==> src/rtl/photon_port_arb.sv <==
// photon_port_arb: four-way round-robin burst arbiter feeding a single
// 32-bit photon port register through a valid/ready output stage.
// Optional build macro PHOTON_ARB_HDR_EN: when defined, every burst is
// preceded by a header word {8'hFF, 6'b0, grant_id, burst_cnt}.
module photon_port_arb #(
    parameter int BURST_MAX = 16
) (
    input  logic         OPB_Clk,
    input  logic         OPB_Rst,
    input  logic         enable,
    input  logic [3:0]   req_valid,
    input  logic [127:0] req_data,
    output logic [3:0]   req_ready,
    output logic [31:0]  port_data,
    output logic         port_valid,
    input  logic         port_ready,
    output logic [1:0]   grant_id,
    output logic [15:0]  burst_cnt
);

    typedef enum logic [1:0] {
        IDLE = 2'd0,
`ifdef PHOTON_ARB_HDR_EN
        HDR  = 2'd1,
`endif
        SEND = 2'd2
    } state_t;

    state_t      state_reg;
    logic [1:0]  rr_ptr_reg;
    logic [7:0]  beat_cnt_reg;

    logic [31:0] lane [4];
    logic [3:0]  valid_rot;
    logic [1:0]  pick_off;
    logic [1:0]  pick_id;
    logic        load_ok;
    logic        sel_valid;
    logic        accept;
    logic        last_beat;
    logic        burst_end;

    // The output register may take a new word when empty or being drained.
    assign load_ok   = !port_valid || port_ready;
    assign sel_valid = req_valid[grant_id];
    assign accept    = (state_reg == SEND) && load_ok && sel_valid;
    // beat_cnt counts accepted words; this accept is the last one allowed.
    assign last_beat = (beat_cnt_reg == 8'(BURST_MAX - 1));
    // A burst also ends when the grantee has nothing more, even with zero words sent.
    assign burst_end = (state_reg == SEND) && load_ok && (!sel_valid || last_beat);

    genvar gi;
    generate
        for (gi = 0; gi < 4; gi++) begin : g_lane
            assign lane[gi]      = req_data[32*gi +: 32];
            // valid_rot[0] is the requester at rr_ptr, so the lowest set bit wins.
            assign valid_rot[gi] = req_valid[rr_ptr_reg + 2'(gi)];
            assign req_ready[gi] = accept && (grant_id == 2'(gi));
        end
    endgenerate

    // Find the first valid requester at or after rr_ptr, wrapping modulo 4.
    always_comb begin
        pick_off = 2'd0;
        for (int k = 3; k >= 0; k--) begin
            if (valid_rot[k]) begin
                pick_off = 2'(k);
            end
        end
        pick_id = rr_ptr_reg + pick_off;
    end

    // Arbitration FSM together with the registered output stage.
    always_ff @(posedge OPB_Clk or posedge OPB_Rst) begin
        if (OPB_Rst) begin
            state_reg    <= IDLE;
            rr_ptr_reg   <= 2'd0;
            beat_cnt_reg <= 8'd0;
            grant_id     <= 2'd0;
            burst_cnt    <= 16'd0;
            port_data    <= 32'd0;
            port_valid   <= 1'b0;
        end else begin
            // A consumed word is dropped unless a new one is loaded below.
            if (port_ready) begin
                port_valid <= 1'b0;
            end
            case (state_reg)
                IDLE: begin
                    if (enable && (|req_valid)) begin
                        grant_id     <= pick_id;
                        beat_cnt_reg <= 8'd0;
`ifdef PHOTON_ARB_HDR_EN
                        state_reg    <= HDR;
`else
                        state_reg    <= SEND;
`endif
                    end
                end
`ifdef PHOTON_ARB_HDR_EN
                HDR: begin
                    if (load_ok) begin
                        port_data  <= {8'hFF, 6'b0, grant_id, burst_cnt};
                        port_valid <= 1'b1;
                        state_reg  <= SEND;
                    end
                end
`endif
                SEND: begin
                    if (accept) begin
                        port_data    <= lane[grant_id];
                        port_valid   <= 1'b1;
                        beat_cnt_reg <= beat_cnt_reg + 8'd1;
                    end
                    if (burst_end) begin
                        rr_ptr_reg <= grant_id + 2'd1;
                        burst_cnt  <= burst_cnt + 16'd1;
                        state_reg  <= IDLE;
                    end
                end
                default: state_reg <= IDLE;
            endcase
        end
    end

endmodule

==> config.mk <==
export PLATFORM = sky130hd
export DESIGN_NAME = photon_port_arb
export DESIGN_NICKNAME = d
export VERILOG_FILES = /design/src/rtl/photon_port_arb.sv
export SDC_FILE = /design/constraint.sdc
export NUM_CORES = 1
export LEC_CHECK = 0
export ABC_AREA = 1
export BUFFER_PORTS_ARGS = -buffer_cell sky130_fd_sc_hd__buf_2
export CAP_MARGIN = 20
export CORE_MARGIN = 1
export CORE_UTILIZATION = 43
export DETAILED_ROUTE_END_ITERATION = 10
export PLACE_DENSITY = 0.84
export SYNTH_ARGS = -nofsm -noshare
export SYNTH_HDL_FRONTEND = slang
export SYNTH_SLANG_ARGS = --single-unit
==> constraint.sdc <==
create_clock -name OPB_Clk -period 1.8 [get_ports OPB_Clk]
set_input_delay 0.18 -clock OPB_Clk [delete_from_list [all_inputs] [get_ports OPB_Clk]]
set_output_delay 0.18 -clock OPB_Clk [all_outputs]
set_load 0.01 [all_outputs]
==> impl_metrics.ini <==
[run_status]
status = complete, but fails checks
violations = negative setup slack

[routing]
remaining_drc_errors = 0
drt-total-wl_mm = 12.3
wl_per_cell_um = 13.1
vias = 4791
avgViaCountPerCell = 5.08
drtIter0Drc = 214
drt_first_pass_iters = 5
final_antenna_net_count = 0

[sta]
setup_slack_ns = -0.00117
setup_viol = 1
relSlewSlack_pct = 74.1
layout_min_cycle_time_ns = 1.80
clock-skew-final_ns = 0.00945
rsz0062_at_grt = true
worstMarginPinSlew_ns = 0.385
fmax_mhz = 555
final.setup.tns_ns = -0.00117
slew_violations = 0
finalCritPeriodShare_pct = 100
hold_viol_final = 0

[yosys]
synth_edf_count = 0
synth_cell_type_count = 28
yosys-top-cells-area = dfrtp_1 38%, nand2_1 17%, o21ai_0 9.1%, nor2_1 7.9%, nand3_1 6.4%
ys_top_cells_by_count = 189 x nand2_1, 87 x nor2_1, 75 x o21ai_0
synth_top_area_share_pct = 37.7
post_synth.cell_area_avg_um2 = 6.69
syn_area_mm2 = 0.00411
async_flop_share_pct = 100
syn_inst = 615
ys_seq_elements = 62
yosysMostFrequentCell = nand2_1
ys_seq_area_share_pct = 37.7
synth_warnings = 0
ys.flop_type = dfrtp_1
synth_top_cell_by_area = dfrtp_1
synth_nets = 758

[worst_hold_path]
hold_class = in -> reg
hold_depth = 2

[global_route]
grt_max_degree = 49
grt_pass1_wl_mm = 19.6
globalRouteOverflowTotal = 0
antenna_found_initial = 0
grt_use_total_pct = 24.8
grt_pass1_vias = 4294

[worst_setup_path]
cp_top_family = simple AND/OR/NAND/NOR gates
worstPathMaxFanout = 7
start_kind = flip-flop
critical_path_depth = 13
critPathMaxStageDelay_ns = 0.47
reg2reg_depth = 13
path_buf_inv = 2
arrival_ns = 2.04
crit_type = reg -> reg
critPathSlowestCell = dfrtp_2
crit_top_cell = nand2_1
cp-end-kind = flip-flop
required_ns = 2.03
path_cells = buf_6, nand2_4, nand2_2, nand2_1, nand2_1, a31oi_1, nor2_1, ha_2, xnor2_2, inv_1, nand3_1, nand3_1, nand2_1

[final_layout]
layoutNonFillerInstCount = 943
fill_cells = 885
fin_area_mm2 = 0.00563
syn_to_final_growth_pct = 36.7
fin_util_pct = 60.9
layout-drive-gt1-share_pct = 31.6
largest_reg_flops = 32
nets = 951

[placement]
dp_hpwl_mm = 9.07
gp_congestion = 0.884
dp.cells = 914
placed_area_mm2 = 0.00522
numPortBuffers = 190

[flow_run]
maxCapViolCount = 0

[power]
total_power_mw = 8.99
power.static_leakage_nw = 3.07
powerDensity_mw_per_mm2 = 1600
ir_drop_mv = 0.996

[die]
core-area_mm2 = 0.00924
die_w_um = 99.8
row_count = 35
die-area_mm2 = 0.00996
die_h_um = 99.8
start_util_pct = 44.5
ioPinCount = 191

[clock_network]
clk_latency_ns = 0.35
cts.sinks = 62
clk_pin_slew_ns = 0.07
clockBufferDepth = 2
htree_levels = 3
tritoncts = built
cts-root-buf = clkbuf_8
cts_made_buffers = 9
[cells in the final DEF, fill, tap and decap left out, types with 2 or more instances in the layout]
| master | count |
|---|---|
| xor2_1 | 8 |
| o22ai_1 | 32 |
| xnor2_1 | 6 |
| dfrtp_2 | 3 |
| ha_1 | 6 |
| o21ai_0 | 75 |
| nand4_1 | 6 |
| nor3_1 | 2 |
| buf_4 | 24 |
| nand2_2 | 7 |
| a21oi_1 | 2 |
| buf_2 | 190 |
| nor2_1 | 87 |
| clkinv_4 | 2 |
| clkbuf_8 | 9 |
| inv_1 | 30 |
| o21ai_1 | 3 |
| nand2_1 | 182 |
| buf_12 | 4 |
| inv_2 | 2 |
| inv_4 | 2 |
| nand2_4 | 3 |
| buf_6 | 2 |
| nand3_1 | 53 |
| dfrtp_1 | 59 |
| bufinv_16 | 3 |
[power by group]
part	internal, mW	total (mW)	leakage [nW]	switching [mW]
Sequential	1.92	2.28	0.794	0.358
Combinational	2.02	5.21	2.15	3.19
Clock	0.926	1.50	0.124	0.578
[stage by stage]
| step | hold WS, ns | setup slack, ns |
|---|---|---|
| final | 0.0436 | -0.00117 |
| after global routing | 0.0612 | -0.0998 |
| after CTS | 0.0334 | 0.0271 |
| after detailed placement | 0.181 | 0.0518 |
| after global placement | 0.188 | 0.0875 |
| after floorplan | 0.276 | 0.0731 |
[final timing paths]
path                       slack, ns     startpoint             to
min in group asynchronous       0.34        OPB_Rst  rr_ptr_reg[0]
min                             0.04     port_ready     port_valid
min reg2reg                     0.48  port_data[17]  port_data[17]
max in group asynchronous       0.88        OPB_Rst   port_data[7]
max reg2reg                   -0.001  rr_ptr_reg[0]    grant_id[1]
max                           -0.001  rr_ptr_reg[0]    grant_id[1]
[what timing repair did]
action | in CTS | in global routing
gates resized for setup | 1 | 20
pin swaps | 1 | 13
buffers inserted | 3 | 8
endpoints found under the hold margin | 14 | 0
setup endpoints to repair | 1 | 5
hold buffers | 1 | 0
[kinds of logic (layout without fill, tap and decap cells)]
kind of cell             Yosys count  after routing  synth area share, %
adder cells (fa/ha/maj)            7              7                 2.13
buffers and inverters             73            271                 7.97
other                              0              1                    0
AND/OR/NAND/NOR                  343            343                 33.9
flip-flops                        62             62                 37.7
XOR/XNOR                          15             15                 3.19
AO/OA/AOI/OAI                    115            115                 15.1
[cell type report]
class                   instances  area, um2  share of cell area [%]
multi-input cells             480       2280                    40.6
flip-flops and latches         62       1560                    27.6
repair buffers                221       1240                    22.1
well taps                     129        161                    2.87
inverters                      34        133                    2.36
clock buffers                   9        124                    2.20
clock inverters                 7        121                    2.16
diodes                          1       2.50                  0.0445
[per-layer routing]
layer,part of all wire (%),track usage (%),vias to the layer above
met3,7.9,5.43,38
met2,47,41.0,213
met4,3.5,12.0,0
li1,-,-,2395
met1,41,30.9,2145
met5,0,0,-
Note: power is estimated with default switching activity, not from simulation.
